`src/rtl/neopixel_strand_driver_if.sv`:
```
// Host-side load/go bus of neopixel_strand_driver.
// NUM_NPX sizes the pixel index. The host drives the master modport and the driver takes the slave modport.
interface neopixel_strand_driver_if #(
    parameter int NUM_NPX = 17
);
    logic [7:0]                 red;
    logic [7:0]                 green;
    logic [7:0]                 blue;
    logic [$clog2(NUM_NPX)-1:0] pixel;
    logic                       load;
    logic                       go;
    logic [7:0]                 brightness;
    logic                       ready;
    logic                       frame_done;

    modport master (
        output red, green, blue, pixel, load, go, brightness,
        input  ready, frame_done
    );

    modport slave (
        input  red, green, blue, pixel, load, go, brightness,
        output ready, frame_done
    );
endinterface

```
`src/rtl/neopixel_strand_driver.sv`:
```
// WS2812 strand driver: per-pixel GRB storage, parametrised bit timing, one-cycle frame_done pulse.
// Optional global brightness scaling is enabled by defining NPX_BRIGHTNESS_EN.
module neopixel_strand_driver #(
    parameter int NUM_NPX = 17,
    parameter int T0H     = 18,
    parameter int T0L     = 40,
    parameter int T1H     = 35,
    parameter int T1L     = 30,
    parameter int TRST    = 2500
) (
    input  logic                           CLOCK_50,
    input  logic                           reset,
    neopixel_strand_driver_if.slave        bus,
    output logic                           neopixel_data
);
    function automatic int max2(input int a, input int b);
        return (a > b) ? a : b;
    endfunction

    localparam int PW         = $clog2(NUM_NPX);
    localparam int FRAME_BITS = NUM_NPX * 24;
    localparam int BCW        = $clog2(FRAME_BITS + 1);
    localparam int MAX_T      = max2(max2(max2(T0H, T0L), max2(T1H, T1L)), TRST);
    localparam int CW         = $clog2(MAX_T + 1);

    localparam logic [CW-1:0]  T0H_END   = CW'(T0H - 1);
    localparam logic [CW-1:0]  T0L_END   = CW'(T0L - 1);
    localparam logic [CW-1:0]  T1H_END   = CW'(T1H - 1);
    localparam logic [CW-1:0]  T1L_END   = CW'(T1L - 1);
    localparam logic [CW-1:0]  TRST_END  = CW'(TRST - 1);
    localparam logic [PW:0]    PIX_LIMIT = (PW + 1)'(NUM_NPX);
    localparam logic [BCW-1:0] LAST_BIT  = BCW'(FRAME_BITS - 1);

    typedef enum logic [2:0] {
        S_CLEAR,
        S_IDLE,
        S_FETCH,
        S_SEND_FETCH,
        S_HIGH,
        S_LOW,
        S_GAP
    } state_t;

    state_t          r_state;
    state_t          w_state_next;
    logic [23:0]     r_mem [NUM_NPX];
    logic [23:0]     r_shift;
    logic [CW-1:0]   r_cnt;
    logic [4:0]      r_word_bit;
    logic [BCW-1:0]  r_bit_cnt;
    logic [PW-1:0]   r_pix;
    logic            r_data;
    logic            r_frame_done;

    logic            w_write;
    logic            w_fetch;
    logic            w_done;
    logic            w_high_end;
    logic            w_low_end;
    logic            w_gap_end;
    logic            w_word_last;
    logic            w_frame_last;
    logic [23:0]     w_raw;
    logic [23:0]     w_word;

    assign w_write      = (r_state == S_IDLE) && bus.load && ({1'b0, bus.pixel} < PIX_LIMIT);
    assign w_high_end   = (r_cnt == (r_shift[23] ? T1H_END : T0H_END));
    assign w_low_end    = (r_cnt == (r_shift[23] ? T1L_END : T0L_END));
    assign w_gap_end    = (r_cnt == TRST_END);
    assign w_word_last  = (r_word_bit == 5'd23);
    assign w_frame_last = (r_bit_cnt == LAST_BIT);
    assign w_raw        = r_mem[r_pix];

`ifdef NPX_BRIGHTNESS_EN
    logic [7:0] r_bright;
    logic [7:0] w_scale;
    logic [8:0] w_mult;

    function automatic logic [7:0] scale_ch(input logic [7:0] c, input logic [8:0] m);
        return 8'(({8'd0, c} * {7'd0, m}) >> 8);
    endfunction

    // Pixel 0 uses the live input so the value sampled for the frame is also the one applied to it.
    assign w_scale = (r_pix == '0) ? bus.brightness : r_bright;
    assign w_mult  = {1'b0, w_scale} + 9'd1;
    assign w_word  = {scale_ch(w_raw[23:16], w_mult),
                      scale_ch(w_raw[15:8],  w_mult),
                      scale_ch(w_raw[7:0],   w_mult)};

    always_ff @(posedge CLOCK_50) begin
        if (reset) begin
            r_bright <= '0;
        end else if (w_fetch && (r_pix == '0)) begin
            r_bright <= bus.brightness;
        end
    end
`else
    logic [7:0] w_unused_bright;

    assign w_unused_bright = bus.brightness;
    assign w_word          = w_raw;
`endif

    always_ff @(posedge CLOCK_50) begin
        if (reset) begin
            r_state <= S_CLEAR;
        end else begin
            r_state <= w_state_next;
        end
    end

    always_comb begin
        // NOTE: every output of this block gets a default first, so no path can infer a latch.
        w_state_next = r_state;
        w_fetch      = 1'b0;
        w_done       = 1'b0;
        case (r_state)
            S_CLEAR: w_state_next = S_SEND_FETCH;
            S_IDLE: begin
                if (bus.go) w_state_next = S_FETCH;
            end
            S_FETCH, S_SEND_FETCH: begin
                w_fetch      = 1'b1;
                w_state_next = S_HIGH;
            end
            S_HIGH: begin
                if (w_high_end) w_state_next = S_LOW;
            end
            S_LOW: begin
                if (w_low_end) begin
                    if (w_frame_last)     w_state_next = S_GAP;
                    else if (w_word_last) w_state_next = S_FETCH;
                    else                  w_state_next = S_HIGH;
                end
            end
            S_GAP: begin
                if (w_gap_end) begin
                    w_state_next = S_IDLE;
                    w_done       = 1'b1;
                end
            end
            default: w_state_next = S_CLEAR;
        endcase
    end

    // NOTE: storage must read back as zero after reset, so it gets an explicit clear loop instead of
    // being left uninitialised like a RAM. The clear runs in CLEAR too, so a mid-frame reset also wipes it.
    always_ff @(posedge CLOCK_50) begin
        if (reset || (r_state == S_CLEAR)) begin
            for (int i = 0; i < NUM_NPX; i++) begin
                r_mem[i] <= '0;
            end
        end else if (w_write) begin
            r_mem[bus.pixel] <= {bus.green, bus.red, bus.blue};
        end
    end

    // NOTE: sequential state uses only non-blocking assignments, so every register sees pre-edge values.
    always_ff @(posedge CLOCK_50) begin
        if (reset) begin
            r_shift      <= '0;
            r_cnt        <= '0;
            r_word_bit   <= '0;
            r_bit_cnt    <= '0;
            r_pix        <= '0;
            r_data       <= 1'b0;
            r_frame_done <= 1'b0;
        end else begin
            r_data       <= (w_state_next == S_HIGH);
            r_frame_done <= w_done;
            if (w_fetch) begin
                r_shift    <= w_word;
                r_cnt      <= '0;
                r_word_bit <= '0;
            end else begin
                case (r_state)
                    S_HIGH: r_cnt <= w_high_end ? '0 : r_cnt + 1'b1;
                    S_LOW: begin
                        if (w_low_end) begin
                            r_cnt      <= '0;
                            r_shift    <= {r_shift[22:0], 1'b0};
                            r_word_bit <= r_word_bit + 1'b1;
                            r_bit_cnt  <= r_bit_cnt + 1'b1;
                            if (w_word_last && !w_frame_last) r_pix <= r_pix + 1'b1;
                        end else begin
                            r_cnt <= r_cnt + 1'b1;
                        end
                    end
                    S_GAP: r_cnt <= r_cnt + 1'b1;
                    default: begin
                        r_cnt      <= '0;
                        r_word_bit <= '0;
                        r_bit_cnt  <= '0;
                        r_pix      <= '0;
                    end
                endcase
            end
        end
    end

    assign neopixel_data  = r_data;
    assign bus.ready      = (r_state == S_IDLE);
    assign bus.frame_done = r_frame_done;
endmodule

```
`src/flat_wrapper.sv`:
```
// flat-port wrapper written by rule: the top's interface ports become plain ports
module neopixel_strand_driver_flat 
#(
    parameter int NUM_NPX = 17,
    parameter int T0H     = 18,
    parameter int T0L     = 40,
    parameter int T1H     = 35,
    parameter int T1L     = 30,
    parameter int TRST    = 2500
)
  (CLOCK_50, reset, neopixel_data, bus_red, bus_green, bus_blue, bus_pixel, bus_load, bus_go, bus_brightness, bus_ready, bus_frame_done);
  neopixel_strand_driver_if #(.NUM_NPX(NUM_NPX)) bus_i ();
  input  logic CLOCK_50;
  input  logic reset;
  output logic neopixel_data;
  input wire logic [$bits(bus_i.red)-1:0] bus_red;
  input wire logic [$bits(bus_i.green)-1:0] bus_green;
  input wire logic [$bits(bus_i.blue)-1:0] bus_blue;
  input wire logic [$bits(bus_i.pixel)-1:0] bus_pixel;
  input wire logic [$bits(bus_i.load)-1:0] bus_load;
  input wire logic [$bits(bus_i.go)-1:0] bus_go;
  input wire logic [$bits(bus_i.brightness)-1:0] bus_brightness;
  output wire logic [$bits(bus_i.ready)-1:0] bus_ready;
  output wire logic [$bits(bus_i.frame_done)-1:0] bus_frame_done;
  assign bus_i.red = bus_red;
  assign bus_i.green = bus_green;
  assign bus_i.blue = bus_blue;
  assign bus_i.pixel = bus_pixel;
  assign bus_i.load = bus_load;
  assign bus_i.go = bus_go;
  assign bus_i.brightness = bus_brightness;
  assign bus_ready = bus_i.ready;
  assign bus_frame_done = bus_i.frame_done;
  neopixel_strand_driver #(.NUM_NPX(NUM_NPX), .T0H(T0H), .T0L(T0L), .T1H(T1H), .T1L(T1L), .TRST(TRST)) u_core (.CLOCK_50(CLOCK_50), .reset(reset), .bus(bus_i), .neopixel_data(neopixel_data));
endmodule
```
`config.mk`:
```
export PLATFORM = sky130hd
export DESIGN_NAME = neopixel_strand_driver_flat
export DESIGN_NICKNAME = d
export VERILOG_FILES = /design/src/rtl/neopixel_strand_driver_if.sv /design/src/rtl/neopixel_strand_driver.sv /design/src/flat_wrapper.sv
export SDC_FILE = /design/constraint.sdc
export NUM_CORES = 1
export LEC_CHECK = 0
export CAP_MARGIN = 40
export CORE_ASPECT_RATIO = 2
export CORE_UTILIZATION = 55
export DETAILED_ROUTE_END_ITERATION = 8
export PLACE_DENSITY = 0.71
export SYNTH_ARGS = -nofsm -noshare
export SYNTH_HDL_FRONTEND = slang
export SYNTH_SLANG_ARGS = --single-unit
```
`constraint.sdc`:
```
create_clock -name CLOCK_50 -period 4.4 [get_ports CLOCK_50]
set_input_delay 0.66 -clock CLOCK_50 [delete_from_list [all_inputs] [get_ports CLOCK_50]]
set_output_delay 0.66 -clock CLOCK_50 [all_outputs]
set_load 0.005 [all_outputs]
```
### Yosys cells after proc, flatten, opt, wreduce, memory -nomap -nowiden

Memories as Yosys holds them, arrays and structs flattened. A register that Yosys moved wholly into a read port is not among the register bits.
Index checks and enable logic that the tools add are counted.
Widths: inputs -> output; s select.

* $add $sub $neg: 4
* $lt $le $gt $ge: 1
* equality and inequality tests: 14
* multiplexer cells: 34
* bitwise operators: 3
* reduce and logical (&&, ||, !) cells: 17

Operators by type and width (count)
* $mux 24: 4
* $pmux 12 s3: 1
* $mux 5: 6
* $eq 12x12->1: 2
* $mux 12: 2
* $reduce_or 24->1: 1
* $pmux 5 s2: 2
* $mux 3: 6
* $pmux 3 s6: 1
* $pmux 9 s2: 1
* $add 12x1->12 const B: 1
* $eq 12x12->1 const B: 1
* $eq 3x3->1 const B: 4
* $mux 6: 2
* $add 5x1->5 const B: 2
* $add 9x1->9 const B: 1
* $eq 9x9->1 const B: 1
* $mux 9: 1
* $mux 1: 8
* $reduce_or 2->1: 4
* $eq 3x2->1 const B: 2
* $eq 5x5->1 const B: 1
* $lt 5x5->1 const B: 1
* $ne 2x1->1 const B: 2
* other kinds (10): 16

* flip-flop bits (word level): 60
* bits in writable memories: 408
* input bits: 41
* output and inout port bits: 3
* word-level logic and storage cells: 82
* memories: 1

Memory list
* u_core.r_mem: words 17, width 24, read ports 1, clocked after Yosys merged registers in 1, write ports 17, RTL line neopixel_strand_driver.sv:46 `logic [23:0] r_mem [NUM_NPX];`

### Logic depth before layout (Yosys ltp)

Gate-level depths: netlist of the first run.

* word-level depth: 8
* mapped depth: 8
* gate-level depth less buffers: 6

### Worst setup path after synthesis of the first run

Ideal clock, no wire load.

* path type: input to register
* start: in reset
* end: mem u_core.r_mem[14][0], enable pin
* library setup time: 439 ps
* arrival time: 3170 ps
* required time: 3961 ps
* setup slack: 792 ps
* stages: 5
* buffers on the path: 1
* cell sequence: clkbuf_1 -> nor2b_1 -> and3_1 -> nand3b_2 -> o21ai_0

RTL lines
* start, declared: RTL line flat_wrapper.sv:14 `input logic reset;`
* end, declared: RTL line neopixel_strand_driver.sv:46

### Worst setup path in the final report of the first run

* start: reg u_core.r_state[2]
* end: out bus_ready

* cells in the longest elaborated chain, start to end: 1

RTL lines
* start, declared: RTL line neopixel_strand_driver.sv:44 `state_t r_state;`
* start signal, assigned: RTL line neopixel_strand_driver.sv:108 `r_state <= w_state_next;`
* $eq 3x1->1: RTL line neopixel_strand_driver.sv:202 `assign bus.ready = (r_state == S_IDLE);`
* end, declared: RTL line flat_wrapper.sv:23 `output wire logic [$bits(bus_i.ready)-1:0] bus_ready;`

No other way between the ends.

==> results of run 1 <==
worst reg2reg max path, cell delays in order, from the launching register on:
cell,delay [ns]
dfxtp_1,0.49
nor2_1,0.62
and2_1,0.39
nand4_2,0.35
nor2_1,0.78
buf_4,0.39
and2_1,0.18
synth_stat cells (all sizes together), types with 5 or more instances:
cell type / number
nor4: 8
edfxtp: 768
nand2b: 6
mux4: 192
mux2i: 125
clkbuf: 86
nor2b: 8
dfxtp: 65
a22oi: 23
o21ai: 27
nor4b: 6
inv: 5
a21oi: 57
nor3: 6
nand2: 49
xor2: 6
nor2: 45
nand4: 6
buf: 58
nand3: 40
nand3b: 7
or3: 12
and2: 411
area by class of cell:
class                      instances  share of cell area
clock buffer                      96              0.0475
antenna                            1           0.0000616
clock inverter                    28             0.00643
inverter                           5            0.000462
timing repair buffer             133              0.0347
sequential                       833               0.600
tap                              798              0.0246
multi-input combinational       1437               0.287
logic make-up after synthesis:
logic type | Yosys count
fa+ha+maj | 4
simple gates | 621
flops | 833
compound gates | 125
xor+xnor | 10
mux | 317
other cells | 1
buf+inv | 149
routing by layer:
layer,track usage,vias up
met1,0.262,9572
met2,0.460,551
met4,0.129,2
met3,0.0317,177
li1,-,8406
met5,0,-
layout by cell type (no fill, tap or decap), drive strengths merged, types with 7 or more instances in the layout:
| master | synthesis | routed |
|---|---|---|
| conb | 1 | 360 |
| nor2 | 45 | 45 |
| nor4 | 8 | 8 |
| mux2i | 125 | 125 |
| nand3 | 40 | 40 |
| nor2b | 8 | 8 |
| dfxtp | 65 | 65 |
| clkinv | 0 | 20 |
| o21ai | 27 | 27 |
| clkdlybuf4s50 | 0 | 34 |
| nand3b | 7 | 7 |
| buf | 58 | 99 |
| or3 | 12 | 12 |
| clkbuf | 86 | 96 |
| mux4 | 192 | 192 |
| a22oi | 23 | 23 |
| edfxtp | 768 | 768 |
| nand2 | 49 | 49 |
| and2 | 411 | 411 |
| a21oi | 57 | 57 |
registers in the layout (all words and copies together) (netlist names), named ones only:
name,cells
u_core.bus.frame_done,1
u_core.r_mem,768
u_core.r_shift,24
u_core.r_pix,5
u_core.r_state,3
u_core.r_cnt,12
u_core.neopixel_data,1
u_core.r_word_bit,5
u_core.r_bit_cnt,9
power breakdown:
group	switching [mW]	total, mW	internal, mW
sequential	0.551	11.2	10.6
combinational	1.86	3.04	1.18
clock	2.70	6.07	3.37
total	5.12	20.3	15.2
through the flow:
stage | util | area, µm² | hold slack [ns] | setup WS [ns] | std cells
6_report | 0.639 | 40700 | 0.464 | 1.00 | 3331
5_1_grt | 0.639 | 40700 | 0.497 | 0.848 | 3330
4_1_cts | 0.638 | 40600 | 0.467 | 1.02 | 3324
3_5_place_dp | 0.603 | 38400 | 0.458 | 1.05 | 3200
3_3_place_gp | 0.599 | 38100 | 0.453 | 0.972 | 3182
2_1_floorplan | - | 36600 | 0.435 | 0.792 | 2419
how the worst max path moves through the flow:
| stage | endpoint | cells after the start |
|---|---|---|
| after floorplan | u_core.r_mem[14][0] | 5 |
| after global placement | u_core.r_mem[3][10] | 6 |
| after detailed placement | u_core.r_mem[9][10] | 7 |
| after CTS | bus_ready | 3 |
| after global routing | bus_ready | 3 |
| final | bus_ready | 3 |
==> impl_summary.txt, run 1 <==
----------------------------------------------------
[Detailed routing]
  1st-iter DRT viols ... 1299
  Total wire length ... 77200 µm
  Average wire per standard cell ... approximately 23 µm
  Number of design rule violations left after detail routing ... 0
  First drt pass iteration count ... 6
  Length of routed met3 wiring ... 3910 µm
  Met2 Wirelength ... around 43000 µm
  Highest metal used ... met5
  Total number of vias ... approximately 19000
  Post-route ant nets ... 0
  Via count normalized by instance count ... 5.62
  Met1 Wirelength ... 26400 µm

[Synth]
  Post-synth ARST share ... 0
  Post-synth top area share ... 0.654
  Share of synthesized area spent on multiplexers ... 0.158
  Adder-cell share of the synthesized area ... 0.00142
  XOR/XNOR share of the synthesized area ... 0.00248
  Yosys warns ... 0
  Post-synth EDFFs ... about 770
  Synth cell types ... a little over 60
  Compound-cell area share of the yosys netlist ... 0.0215
  Top post-synthesis cells by area ... edfxtp_1 65%, mux4_2 12%, and2_1 7.3%
  Leading area contributor after synthesis ... edfxtp_1
  Register area share after synthesis ... 0.691
  Post-synth top flop ... edfxtp_1
  Post-synthesis cell count ... 2060
  Mean Syn Cell Area ... approximately 17 µm²
  Basic-gate share of the synthesized area counting and, or, nand and nor cells ... 0.106
  Area of the mapped netlist ... 35300 µm²
  Synth Register Bits ... around 830
  Largest family of logic cells by synthesized area ... multiplexers

[Layout]
  Number of nets in the finished design ... ~2500
  Synthesis-to-layout area growth ... 15.2%
  Storage element area ... 24400 µm²
  Fill cells ... about 4600
  Area occupied by multi-input gates ... ~12000 µm²
  Fraction of final layout cells sized beyond drive strength 1 ... 0.170

[Pwr]
  Power Total ... ~20 mW
  Maximum vdd drop ... roughly 380 µV
  Power Dens Cells ... approximately 500 nW/µm²
  Leak Pwr ... around 15 nW

[STA]
  Hold violation total from the final report ... 0
  Transition at the pin with the smallest max-transition slack ... roughly 0.97 ns
  Setup repair after global routing missed its margin ... no
  Worst slew margin relative to its limit ... 0.352
  Maximum clock rate ... about 0.3 GHz
  Worst clock skew ... ~0.023 ns
  Number of failing setup endpoints in the final timing report ... 0
  Time the worst path needs with I/O delays and setup ... 3.40 ns
  Final worst-path cycle share ... 0.773
  Count of final max-slew check failures ... 0
  Total negative setup slack ... 0 ns

[Clocking]
  Number of gates resized after cts ... 0
  Hold buffer count at CTS ... 0
  Clock tree root buffer cell ... clkbuf_16
  H-tree Lvls ... 3
  TritonCTS clock tree ... yes
  Clock edge transition at the registers on the reported setup and hold paths ... ~0.06 ns
  Post-CTS Repair Setup Buffers ... 0
  Clock latency on the worst-skew pair ... roughly 0.61 ns
  Total clock buffers created by CTS ... about 70
  Clock Sink Count ... about 830
  Deepest clock path buffer count ... 3

[Critical path]
  Crit Path Max Fanout ... 14
  Number of buffers and inverters on the critical path ... 1
  Timing startpoint of the critical path ... u_core.r_state[2]
  Slack of the worst reg-to-reg path ... between 1 and 1.5 ns
  Worst reg2reg path depth ... 6
  Type of element capturing the critical path ... primary output
  Worst endpoint data arrival time ... 2.74 ns
  Standard cell with the maximum stage delay on the critical path ... clkdlybuf4s50_1
  Setup crit start kind ... flip-flop
  RR Endpoint ... u_core.r_mem[8][13]
  CP max stage delay ... between 0.6 and 0.7 ns
  Family with the most delay on the worst path ... simple AND/OR/NAND/NOR gates
  Cell-by-cell trace of the critical path ... nor2_1, and2_1, clkdlybuf4s50_1
  Origin of the critical flop-to-flop path ... u_core.r_state[2]
  Crit path kind ... reg2out
  Required time of the critical path ... approximately 3.7 ns

[Floorplanning]
  Initial cell density of the core ... 0.555
  Area of the core ... between 60000 and 70000 µm²
  Number of core rows ... between 100 and 150
  Die outline area ... about 65000 µm²
  Number of top-level design ports ... 44
  Vertical die dimension ... roughly 360 µm
  Die X-Extent ... 181 µm

[Hold path]
  Classification of the worst-slack hold path ... reg2reg
  Hold Crit Start ... u_core.r_bit_cnt[5]
  Cell depth of the worst hold path ... 2
  Hold-critical path endpoint ... u_core.r_bit_cnt[5]

[Placed design]
  Weighted congestion at the end of routability-driven global placement ... ~0.84
  Detail Placement HPWL ... about 49000 µm
  I/O Buffers ... 35

[Global routing]
  Sum of overflow across all layers after global routing ... 0
  Wire length of the first global-routing pass ... 117000 µm
  Maximum number of pins on one net before global-route repair ... 46
  GRT Overall Usage ... 0.244
  Antenna violations before repair ... 1
  Via count of the first global-routing pass ... 20200

[Job]
  # Max-Cap Violations ... 0

[Outcome]
  Run status ... finished clean

----------------------------------------------------
No activity file was read; power rests on OpenSTA's default activity.
==> run 2, diff against run 1 <==
==> constraint.sdc (replaced) <==
create_clock -name CLOCK_50 -period 3.25 [get_ports CLOCK_50]
set_input_delay 0.4875 -clock CLOCK_50 [delete_from_list [all_inputs] [get_ports CLOCK_50]]
set_output_delay 0.4875 -clock CLOCK_50 [all_outputs]
set_load 0.005 [all_outputs]
==> impl_summary.txt, run 2 (synthesis results as in run 1) <==
----------------------------------------------------
[Clocking]
  Total clock buffers created by CTS ... roughly 70
  Clock edge transition at the registers on the reported setup and hold paths ... around 0.07 ns
  Clock latency on the worst-skew pair ... between 0.6 and 0.7 ns
  Clock Sink Count ... 833
  Number of gates resized after cts ... 0
  Hold buffer count at CTS ... 0
  H-tree Lvls ... 3
  TritonCTS clock tree ... yes
  Post-CTS Repair Setup Buffers ... 0
  Deepest clock path buffer count ... 3
  Clock tree root buffer cell ... clkbuf_16

[Pwr]
  Leak Pwr ... about 15 nW
  Switching power total ... between 6 and 7 mW
  Internal Pwr Total ... 20.6 mW
  Power Dens Cells ... between 600 and 700 nW/µm²
  Power Total ... roughly 28 mW
  Fraction of power spent switching nets ... 0.253
  Combinational fraction of design power ... 0.152
  Part of the power in the clock network ... 0.299
  Power share of the sequential group ... 0.549
  Maximum vdd drop ... about 520 µV

[Layout]
  Most frequent cells in the layout ... 768 x edfxtp_1, 411 x and2_1, 360 x conb_1
  Final core utilization ... 0.642
  Non-filler cells, final ... around 3300
  Number of nets in the finished design ... 2540
  # diodes ... 0
  Fraction of final layout cells sized beyond drive strength 1 ... 0.175
  Finished Cell Area ... between 40000 and 50000 µm²
  Synthesis-to-layout area growth ... 15.8%
  Most common cell after layout, fill and taps aside ... edfxtp_1
  Register with the most flip-flops ... u_core.r_mem
  Fill cells ... about 4600
  Number of flip-flops in the largest register ... around 770
  Registers with the most flip-flops ... u_core.r_mem: 768 flops, u_core.r_shift: 24 flops, u_core.r_cnt: 12 flops

[Critical path]
  Crit path kind ... reg2out
  Worst endpoint data arrival time ... about 2.5 ns
  Number of buffers and inverters on the critical path ... 1
  Type of element capturing the critical path ... primary output
  Standard cell with the maximum stage delay on the critical path ... clkdlybuf4s50_1
  Family with the most delay on the worst path ... simple AND/OR/NAND/NOR gates
  Cell-by-cell trace of the critical path ... nor2_1, and2_1, clkdlybuf4s50_1
  Crit Path Max Fanout ... 11
  Setup crit start kind ... flip-flop
  CP max stage delay ... 0.62 ns
  Required time of the critical path ... around 2.8 ns

[Detailed routing]
  Number of design rule violations left after detail routing ... 0
  First drt pass iteration count ... 5
  Total wire length ... ~76000 µm
  Via count normalized by instance count ... around 5.6
  Total number of vias ... between 15000 and 20000
  Post-route ant nets ... 0
  Average wire per standard cell ... about 23 µm
  1st-iter DRT viols ... ~1500

[Global routing]
  Antenna violations before repair ... 1
  Sum of overflow across all layers after global routing ... 0
  Via count of the first global-routing pass ... roughly 20000
  Maximum number of pins on one net before global-route repair ... 55
  Wire length of the first global-routing pass ... 115000 µm
  GRT Overall Usage ... 0.240

[Floorplanning]
  Initial cell density of the core ... 0.555
  Die X-Extent ... approximately 180 µm
  Area of the core ... around 64000 µm²
  Number of core rows ... between 100 and 150
  Die outline area ... about 65000 µm²
  Number of top-level design ports ... 44
  Vertical die dimension ... 360 µm

[STA]
  Maximum clock rate ... between 0.3 and 0.4 GHz
  Worst Setup Slack, final ... about 0.28 ns
  Worst slew margin relative to its limit ... 0.380
  Setup repair after global routing missed its margin ... no
  Time the worst path needs with I/O delays and setup ... between 2 and 3 ns
  Number of failing setup endpoints in the final timing report ... 0
  Final worst-path cycle share ... 0.915
  Hold violation total from the final report ... 0
  Count of final max-slew check failures ... 0
  Transition at the pin with the smallest max-transition slack ... a little over 0.9 ns
  Worst clock skew ... 0.0216 ns

[Placed design]
  Weighted congestion at the end of routability-driven global placement ... ~0.86
  Post-placement setup slack ... roughly 0.47 ns
  Detail Placement HPWL ... about 50000 µm
  I/O Buffers ... 35
  Placed Area ... 38600 µm²
  Number of placed instances with taps included ... ~3200

[Outcome]
  Run status ... finished clean

[Job]
  # Max-Cap Violations ... 0

[Hold path]
  Classification of the worst-slack hold path ... reg2reg

----------------------------------------------------
## run 2: cell types whose count changed in the layout (fill, tap and decap cells not counted), moves of 3 or more
cell / change
buf_12: +8
buf_4: +10
buf_8: -5
clkbuf_1: -7
clkbuf_16: +3
clkbuf_8: -6
clkinv_1: +10
clkinv_2: +3
inv_6: +3
## run 2: worst register-to-register path: cells and delay by family (launching register included)
family	cells	cell delay, ns
buffers and inverters	1	0.42
AND/OR/NAND/NOR	5	1.86
flip-flops	1	0.31
## run 2: layout make-up
class                   count  area [µm²]  area share
clock inverters            44         328     0.00803
flip-flops and latches    833       24400       0.597
repair buffers            146        1570      0.0384
inverters                   5        18.8    0.000460
clock buffers              86        1900      0.0464
well taps                 798         998      0.0244
multi-input cells        1437       11700       0.285
## run 2: per-layer routing
layer,GRT usage,share of wire,vias up
met2,0.457,0.57,516
li1,-,-,8438
met5,0,0.00013,-
met3,0.0334,0.048,167
met4,0.103,0.039,2
met1,0.262,0.35,9706
## run 2: power by group through the flow
stage                     Sequential [mW]  Combinational (mW)  Clock, mW
after global placement               15.1                4.06          0
after detailed placement             15.3                4.17          0
final                                15.1                4.17       8.24
after floorplan                      15.0                2.49          0
after CTS                            15.1                4.19       8.41
after global routing                 15.3                4.41       8.76
## run 2: worst paths after layout
kind                            depth (start not counted)  slack (ns)                    to           startpoint
worst max-delay path                                    3        0.28             bus_ready    u_core.r_state[1]
worst min-delay path                                    2        0.47   u_core.r_bit_cnt[5]  u_core.r_bit_cnt[5]
worst max register to register                          6        0.55  u_core.r_mem[16][21]    u_core.r_state[1]
worst min register to register                          2        0.47   u_core.r_bit_cnt[5]  u_core.r_bit_cnt[5]
## run 2: per-stage QoR
stage               hold slack (ns)  TNS [ns]
floorplan                     0.435    -39.29
global placement              0.449         0
detailed placement            0.466         0
CTS                           0.437         0
global route                  0.494         0
finish                        0.466         0
==> run 3, diff against run 2 <==
--- a/config.mk
+++ b/config.mk
@@ -6,10 +6,12 @@
 export NUM_CORES = 1
 export LEC_CHECK = 0
 export CAP_MARGIN = 40
+export CELL_PAD_IN_SITES_DETAIL_PLACEMENT = 0
+export CELL_PAD_IN_SITES_GLOBAL_PLACEMENT = 1
 export CORE_ASPECT_RATIO = 2
-export CORE_UTILIZATION = 55
+export CORE_UTILIZATION = 54
 export DETAILED_ROUTE_END_ITERATION = 8
-export PLACE_DENSITY = 0.71
+export PLACE_DENSITY = 0.79
 export SYNTH_ARGS = -nofsm -noshare
 export SYNTH_HDL_FRONTEND = slang
 export SYNTH_SLANG_ARGS = --single-unit
==> impl_summary.txt, run 3 (synthesis results as in run 1) <==
----------------------------------------------------
[Clocking]
  Clock edge transition at the registers on the reported setup and hold paths ... ~0.070 ns
  Clock tree root buffer cell ... clkbuf_16
  Clock Sink Count ... approximately 830
  Number of gates resized after cts ... 0
  Total clock buffers created by CTS ... between 70 and 80
  Hold buffer count at CTS ... 0
  H-tree Lvls ... 3
  Clock latency on the worst-skew pair ... approximately 0.63 ns
  TritonCTS clock tree ... yes
  Deepest clock path buffer count ... 3
  Post-CTS Repair Setup Buffers ... 0

[Critical path]
  Timing startpoint of the critical path ... u_core.r_state[2]
  Required time of the critical path ... 2.76 ns
  Crit path kind ... reg2out
  Slack of the worst reg-to-reg path ... ~0.57 ns
  Worst endpoint data arrival time ... 2.20 ns
  RR Endpoint ... u_core.r_shift[1]
  Worst reg2reg path depth ... 6
  Crit Path Max Fanout ... 14
  Critical Path End ... bus_ready
  Setup crit start kind ... flip-flop
  Type of element capturing the critical path ... primary output

[Outcome]
  Run status ... finished clean

[Job]
  # Max-Cap Violations ... 0

[Layout]
  Fraction of final layout cells sized beyond drive strength 1 ... 0.179
  # diodes ... 0
  Final core utilization ... 0.633
  Most common cell after layout, fill and taps aside ... edfxtp_1
  Number of nets in the finished design ... approximately 2600
  Synthesis-to-layout area growth ... 16.1%
  Number of flip-flops in the largest register ... between 700 and 800
  Most frequent cells in the layout ... 768 x edfxtp_1, 411 x and2_1, 360 x conb_1
  Fill cells ... about 4800
  Finished Cell Area ... between 40000 and 50000 µm²
  Register with the most flip-flops ... u_core.r_mem
  Registers with the most flip-flops ... u_core.r_mem: 768 flops, u_core.r_shift: 24 flops, u_core.r_cnt: 12 flops

[STA]
  Setup repair after global routing missed its margin ... no
  Time the worst path needs with I/O delays and setup ... 2.69 ns
  Number of failing setup endpoints in the final timing report ... 0
  Worst Setup Slack, final ... ~0.56 ns
  Hold violation total from the final report ... 0
  Worst slew margin relative to its limit ... 0.459
  Final worst-path cycle share ... 0.828
  Transition at the pin with the smallest max-transition slack ... ~0.81 ns
  Count of final max-slew check failures ... 0
  Worst clock skew ... 0.0135 ns
  Maximum clock rate ... roughly 0.37 GHz

[Placed design]
  Detail Placement HPWL ... slightly above 50000 µm
  I/O Buffers ... 35
  Placed Area ... between 30000 and 40000 µm²
  Weighted congestion at the end of routability-driven global placement ... about 0.8
  Post-placement setup slack ... 0.502 ns

[Global routing]
  Sum of overflow across all layers after global routing ... 0
  Wire length of the first global-routing pass ... around 120000 µm
  Antenna violations before repair ... 4
  Via count of the first global-routing pass ... ~20000
  GRT Overall Usage ... 0.248
  Maximum number of pins on one net before global-route repair ... 46

[Detailed routing]
  Total number of vias ... approximately 19000
  Average wire per standard cell ... ~23 µm
  Total wire length ... about 78000 µm
  1st-iter DRT viols ... 1416
  Post-route ant nets ... 0
  Via count normalized by instance count ... around 5.5
  Number of design rule violations left after detail routing ... 0
  First drt pass iteration count ... 5

[Pwr]
  Power Total ... 27.5 mW
  Maximum vdd drop ... 485 µV
  Power Dens Cells ... just under 700 nW/µm²
  Leak Pwr ... 14.7 nW

[Floorplanning]
  Initial cell density of the core ... 0.545
  Die X-Extent ... ~180 µm
  Area of the core ... roughly 65000 µm²
  Vertical die dimension ... ~360 µm
  Die outline area ... 66400 µm²
  Number of top-level design ports ... 44
  Number of core rows ... approximately 130

[Hold path]
  Classification of the worst-slack hold path ... in2reg

----------------------------------------------------
-- run 3: cell types whose count changed in the layout (fill, tap and decap cells not counted), sizes merged --
cell / delta
buf: +10
clkinvlp: +2
bufinv: -1
clkbuf: -1
clkinv: +1
inv: -1
-- run 3: area by class of cell --
class	count	area, µm²	share of cell area
multi-input combinational	1437	11700	0.285
tap	871	1090	0.0266
sequential	833	24400	0.595
clock buffer	85	1910	0.0467
inverter	5	18.8	0.000458
clock inverter	45	298	0.00727
timing repair buffer	156	1610	0.0393
-- run 3: power by group --
| part | leakage (nW) | switching (mW) | internal [mW] |
|---|---|---|---|
| clock | 1.09 | 3.80 | 4.46 |
| combinational | 5.04 | 2.54 | 1.63 |
| sequential | 8.55 | 0.718 | 14.4 |
-- run 3: how the worst min path moves through the flow --
stage                                    from                   to  slack (ns)  cells past startpoint
after floorplan           u_core.r_bit_cnt[5]  u_core.r_bit_cnt[5]        0.43                      2
after global placement    u_core.r_bit_cnt[8]  u_core.r_bit_cnt[8]        0.45                      2
after detailed placement  u_core.r_bit_cnt[8]  u_core.r_bit_cnt[8]        0.46                      2
after CTS                               reset    u_core.r_shift[8]        0.28                      4
after global routing                    reset    u_core.r_shift[8]        0.35                      4
final                                   reset    u_core.r_shift[8]        0.32                      4
-- run 3: metrics by stage --
stage / hold slack, ns / cells / setup TNS [ns]
global route: 0.355 / 3432 / 0
global placement: 0.451 / 3281 / 0
CTS: 0.284 / 3432 / 0
finish: 0.323 / 3432 / 0
detailed placement: 0.461 / 3302 / 0
floorplan: 0.435 / 2419 / -39.29
-- run 3: routing by layer --
metal,track usage,vias up,wire [µm]
li1,-,8463,-
met1,0.266,9665,27500
met2,0.466,460,43600
met3,0.0347,184,3150
met4,0.129,6,4080
met5,0,-,35
-- run 3: critical path, cell delays in order (launching register included) --
cell and delay, ns:
dfxtp_1 0.48, nor2_1 0.20, and2_1 0.32, clkdlybuf4s50_1 0.56
